===== src/rtl/bcd_counter_2digit.sv =====
// Two-digit BCD up/down counter with debounced run/load keys, feeding a 7-segment decoder pair.
// All outputs come straight from flops; digits never leave the 0-9 range.
module bcd_counter_2digit #(
   parameter int unsigned TICK_DIV   = 50000000,
   parameter int unsigned DEB_CYCLES = 500000
) (
   input  logic       CLOCK_50,
   input  logic       RESETN,
   input  logic       KEY_RUN_N,
   input  logic       KEY_LOAD_N,
   input  logic [7:0] SW,
   input  logic       UP,
   output logic [3:0] BCD1,
   output logic [3:0] BCD0,
   output logic       RUNNING,
   output logic       WRAP,
   output logic       LOAD_ERR
);

   localparam int unsigned PW = $clog2(TICK_DIV);
   localparam int unsigned DW = $clog2(DEB_CYCLES + 1);
   localparam logic [PW-1:0] PRESC_LAST = PW'(TICK_DIV - 1);
   localparam logic [DW-1:0] DEB_LAST   = DW'(DEB_CYCLES - 1);

   typedef enum logic {StStop, StRun} state_e;

   logic [1:0] key_raw;
   logic [1:0] press;
   logic       run_press;
   logic       load_press;

   assign key_raw    = {KEY_LOAD_N, KEY_RUN_N};
   assign run_press  = press[0];
   assign load_press = press[1];

   // Per key: 2-flop synchroniser, stability counter, accepted level, falling-edge pulse.
   for (genvar k = 0; k < 2; k++) begin : g_key
      logic          sync1_q;
      logic          sync2_q;
      logic          acc_q;
      logic          acc_dly_q;
      logic [DW-1:0] cnt_q;

      always_ff @(posedge CLOCK_50 or negedge RESETN) begin
         if (!RESETN) begin
            sync1_q   <= 1'b1;
            sync2_q   <= 1'b1;
            acc_q     <= 1'b1;
            acc_dly_q <= 1'b1;
            cnt_q     <= '0;
         end else begin
            sync1_q   <= key_raw[k];
            sync2_q   <= sync1_q;
            acc_dly_q <= acc_q;
            if (sync2_q == acc_q) begin
               cnt_q <= '0;
            end else if (cnt_q == DEB_LAST) begin
               cnt_q <= '0;
               acc_q <= sync2_q;
            end else begin
               cnt_q <= cnt_q + DW'(1);
            end
         end
      end

      assign press[k] = acc_dly_q & ~acc_q;
   end

   state_e        state_q, state_d;
   logic [PW-1:0] presc_q, presc_d;
   logic [3:0]    bcd1_q, bcd1_d;
   logic [3:0]    bcd0_q, bcd0_d;
   logic          wrap_q, wrap_d;
   logic          err_q, err_d;
   logic          running_q;
   logic          tick;

   always_comb begin
      state_d = state_q;
      presc_d = '0;
      bcd1_d  = bcd1_q;
      bcd0_d  = bcd0_q;
      wrap_d  = 1'b0;
      err_d   = err_q;
      tick    = 1'b0;
      unique case (state_q)
         StStop: begin
            if (load_press) begin
               if ((SW[7:4] <= 4'd9) && (SW[3:0] <= 4'd9)) begin
                  bcd1_d = SW[7:4];
                  bcd0_d = SW[3:0];
                  err_d  = 1'b0;
               end else begin
                  err_d = 1'b1;
               end
            end
            if (run_press) state_d = StRun;
         end
         StRun: begin
            tick    = (presc_q == PRESC_LAST);
            presc_d = tick ? '0 : presc_q + PW'(1);
            if (tick) begin
               if (UP) begin
                  if (bcd0_q == 4'd9) begin
                     bcd0_d = 4'd0;
                     if (bcd1_q == 4'd9) begin
                        bcd1_d = 4'd0;
                        wrap_d = 1'b1;
                     end else begin
                        bcd1_d = bcd1_q + 4'd1;
                     end
                  end else begin
                     bcd0_d = bcd0_q + 4'd1;
                  end
               end else begin
                  if (bcd0_q == 4'd0) begin
                     bcd0_d = 4'd9;
                     if (bcd1_q == 4'd0) begin
                        bcd1_d = 4'd9;
                        wrap_d = 1'b1;
                     end else begin
                        bcd1_d = bcd1_q - 4'd1;
                     end
                  end else begin
                     bcd0_d = bcd0_q - 4'd1;
                  end
               end
            end
            // A stop press still lets a coincident tick step first.
            if (run_press) begin
               state_d = StStop;
               presc_d = '0;
            end
         end
      endcase
   end

   always_ff @(posedge CLOCK_50 or negedge RESETN) begin
      if (!RESETN) begin
         state_q   <= StStop;
         presc_q   <= '0;
         bcd1_q    <= 4'd0;
         bcd0_q    <= 4'd0;
         wrap_q    <= 1'b0;
         err_q     <= 1'b0;
         running_q <= 1'b0;
      end else begin
         state_q   <= state_d;
         presc_q   <= presc_d;
         bcd1_q    <= bcd1_d;
         bcd0_q    <= bcd0_d;
         wrap_q    <= wrap_d;
         err_q     <= err_d;
         running_q <= (state_q == StRun);
      end
   end

   assign BCD1     = bcd1_q;
   assign BCD0     = bcd0_q;
   assign RUNNING  = running_q;
   assign WRAP     = wrap_q;
   assign LOAD_ERR = err_q;

endmodule


===== config.mk =====
export PLATFORM = sky130hd
export DESIGN_NAME = bcd_counter_2digit
export DESIGN_NICKNAME = d
export VERILOG_FILES = /design/src/rtl/bcd_counter_2digit.sv
export SDC_FILE = /design/constraint.sdc
export NUM_CORES = 1
export LEC_CHECK = 0
export BUFFER_PORTS_ARGS = -buffer_cell sky130_fd_sc_hd__buf_2
export CAP_MARGIN = 30
export CELL_PAD_IN_SITES_DETAIL_PLACEMENT = 1
export CELL_PAD_IN_SITES_GLOBAL_PLACEMENT = 1
export CORE_MARGIN = 3
export CORE_UTILIZATION = 43
export CTS_CLUSTER_DIAMETER = 80
export DETAILED_ROUTE_END_ITERATION = 16
export HOLD_SLACK_MARGIN = 0.08
export PLACE_DENSITY = 0.79
export RECOVER_POWER = 100
export SYNTH_ARGS = -nofsm -noshare
export SYNTH_HDL_FRONTEND = slang
export SYNTH_SLANG_ARGS = --single-unit

===== constraint.sdc =====
create_clock -name CLOCK_50 -period 2.07 [get_ports CLOCK_50]
set_clock_uncertainty 0.1 [all_clocks]
set_input_delay 0.207 -clock CLOCK_50 [delete_from_list [all_inputs] [get_ports CLOCK_50]]
set_output_delay 0.207 -clock CLOCK_50 [all_outputs]
set_load 0.02 [all_outputs]

==> out/results.tsv <==
metric	value	unit
clock buffer depth	2	
final non-filler cell total	654	
startpoint types	flop	
crit path DAT	2200	ps
WL per Instance	15.8	microns
r2r endpoint	BCD0[1]	
grt ovf	0	
Util after Layout	0.515	
top cell type's share of synthesized area	0.434	
CP Launch Point	presc_q[7]	
Vias/cell	5.31	
Worst-path clk slew	90	ps
Hold Crit Depth	4	
CP required	2210	ps
net switching power figure	0.680	mW
Starting DRT DRC Count	169	
Post-Route WL	10.3	mm
period utilization	0.993	
maxcap violations	0	
post-synthesis register bit count	84	
Peak VDD IR	318	uV
leakage	2.15	nW
Critical Path Fanout Max	6	
top post-synthesis cells by area	dfrtp_1 43%, nor2_1 8.1%, xor2_1 6.6%	
via count	3476	
Hold Path End	BCD1[3]	
Rel. slew slack	0.195	
core footprint	9820	sq um
diode count	0	
port buffer count	23	
CTS sink cnt	84	
# rows	36	
most common cell in the synthesized netlist	nor2_1	
Worst Max-Slew Pin Slew	1210	ps
Die X	107	microns
Die ar.	11400	sq um
critical path type	reg -> reg	
CTS tree	built	
CTS Buf Count	9	
DPL Wire Length	7.45	mm
Ports	24	
switch share	0.237	
GRT Total Usage	0.196	
initial antenna violation count	0	
fin nets	532	
library cells used by synthesis	59	
Worst Hold Launch	SW[7]	
DR pass1 iterations	4	
Mapped Area	4380	sq um
R2R setup slack	10	ps
asr flop ratio synth	1.00	
number of flops mapped to enable cells by yosys	0	
Final Instance Area	5060	sq um
Die Y	107	microns
Detail Route Antenna Nets	0	
P&R area growth vs syn	15.5	%
fin. max-slew vios	0	
Post-synth top cells	94 x nor2_1, 76 x dfrtp_1, 33 x nand2_1, 33 x xor2_1, 31 x nand3_1	
CP Capture Type	flop	
Yosys top cell by area	dfrtp_1	
first-pass GRT wire length	18.0	mm
Tmin final	2060	ps
Seq/Total Area, Yosys	0.482	
min-delay worst type	in -> reg	
Min Hold Slack	111	ps
post-synthesis instance total	462	
power per cell area	568	nW/um^2
vias in the first global route	3757	
Initial Util	0.446	
share of cells above drive strength 1	0.180	
Gate power share	0.038	
status	complete, no violations	
# fillers	1195	
RSZ-0062 raised after global routing	yes	
root buf cell	clkbuf_8	
Synth Flop Type	dfrtp_1	
synthesized area per cell	9.48	sq um
worst skew pair latency	360	ps
Reg-to-Reg Start	presc_q[7]	
Pint	2.19	mW
detailed-route DRC error count	0	
largest net degree at the start of global routing	49	
clock share of power	0.381	
final setup fails	0	
Net Count, Synth	478	
sequential fraction of design power	0.581	
Reg2Reg Depth	4	
max frequency	486	MHz
Yosys Warn Count	0	
htree depth	3	
Hold Violations, Final	0	
placed insts	628	
Placed Area	4790	sq um
gpl congestion	0.835	
[metrics by stage]
stage               total power [mW]  TNS [ps]  setup WS (ps)
CTS                             2.92         0           1.34
floorplan                       1.74         0            130
finish                          2.87         0           14.2
global placement                1.80         0           79.5
global route                    2.99      -385          -82.2
detailed placement              1.81     -5.15          -5.15
[worst max-delay path by stage]
stage	end	slack [ps]	depth (start not counted)
after floorplan	BCD0[1]	130	4
after global placement	BCD0[1]	80	4
after detailed placement	presc_q[18]	-5	7
after CTS	g_key[0].cnt_q[16]	1	5
after global routing	BCD1[2]	-80	5
final	BCD0[1]	10	4
[kinds of logic after synthesis]
group                      after synthesis  synth area share
AOI/OAI and AO/OA                       41            0.0663
xor gates and xnor gates                62             0.124
adders and majority gates                3           0.00857
buffers and inverters                   39            0.0420
DFF                                     84             0.482
muxes                                    7            0.0169
and+or+nand+nor                        226             0.260
[placed cells by master, fill, tap and decap left out, types with 4 or more instances in the layout]
cell type / netlist / layout
mux2i_1: 4 / 4
nor3_1: 8 / 8
and3_1: 10 / 10
dfstp_2: 8 / 7
o21ai_0: 10 / 10
inv_1: 19 / 19
buf_4: 0 / 27
dlygate4sd3_1: 0 / 5
a21oi_1: 9 / 9
dfrtp_1: 76 / 76
nor2_1: 94 / 94
clkbuf_8: 2 / 11
nand2_1: 33 / 33
xor2_1: 33 / 33
buf_2: 7 / 13
nand4_1: 13 / 13
clkbuf_1: 8 / 12
nand3_1: 31 / 31
xnor2_1: 29 / 29
nor4_1: 10 / 9
[per-layer routing]
metal  vias up  track usage  part of all wire
li1       1676            -                 -
met1      1750        0.255              0.44
met2        36        0.332              0.52
met3        14       0.0367             0.028
met4         0       0.0621             0.013
met5         -            0                 0
[registers in the layout, summed over array words and instances (netlist names), 2 cells and up]
| signal | count |
|---|---|
| BCD0 | 4 |
| g_key.sync1_q | 2 |
| BCD1 | 4 |
| presc_q | 26 |
| g_key.acc_q | 2 |
| g_key.acc_dly_q | 2 |
| g_key.sync2_q | 2 |
| g_key.cnt_q | 38 |
[repair_timing]
action | in CTS | in global routing
cloned | 0 | 0
endpoints found under the hold margin | 41 | 0
endpoints found under the setup margin | 3 | 23
gates resized for setup | 1 | 8
setup buffers | 4 | 1
hold buffers | 5 | 0
pin swaps | 3 | 6
[power groups by stage]
stage	combinational (mW)	clock (mW)	sequential [mW]
floorplan	0.0434	0	1.70
global placement	0.104	0	1.70
detailed placement	0.110	0	1.70
CTS	0.118	1.13	1.67
global route	0.128	1.19	1.67
finish	0.110	1.09	1.67
[critical path, stage by stage (launching register included)]
cell,delay (ps)
dfrtp_1,390
or4_4,570
nor4_4,380
a21oi_4,130
a221o_2,370
[area by class of cell]
cell class | count | area [sq um] | area share
sequential | 84 | 2110 | 0.418
inverter | 19 | 71.3 | 0.0141
tap | 133 | 166 | 0.0329
timing repair buffer | 63 | 415 | 0.0821
clock buffer | 12 | 155 | 0.0307
multi-input combinational | 339 | 2110 | 0.418
clock inverter | 4 | 23.8 | 0.00470
No activity file was read; power rests on OpenSTA's default activity.
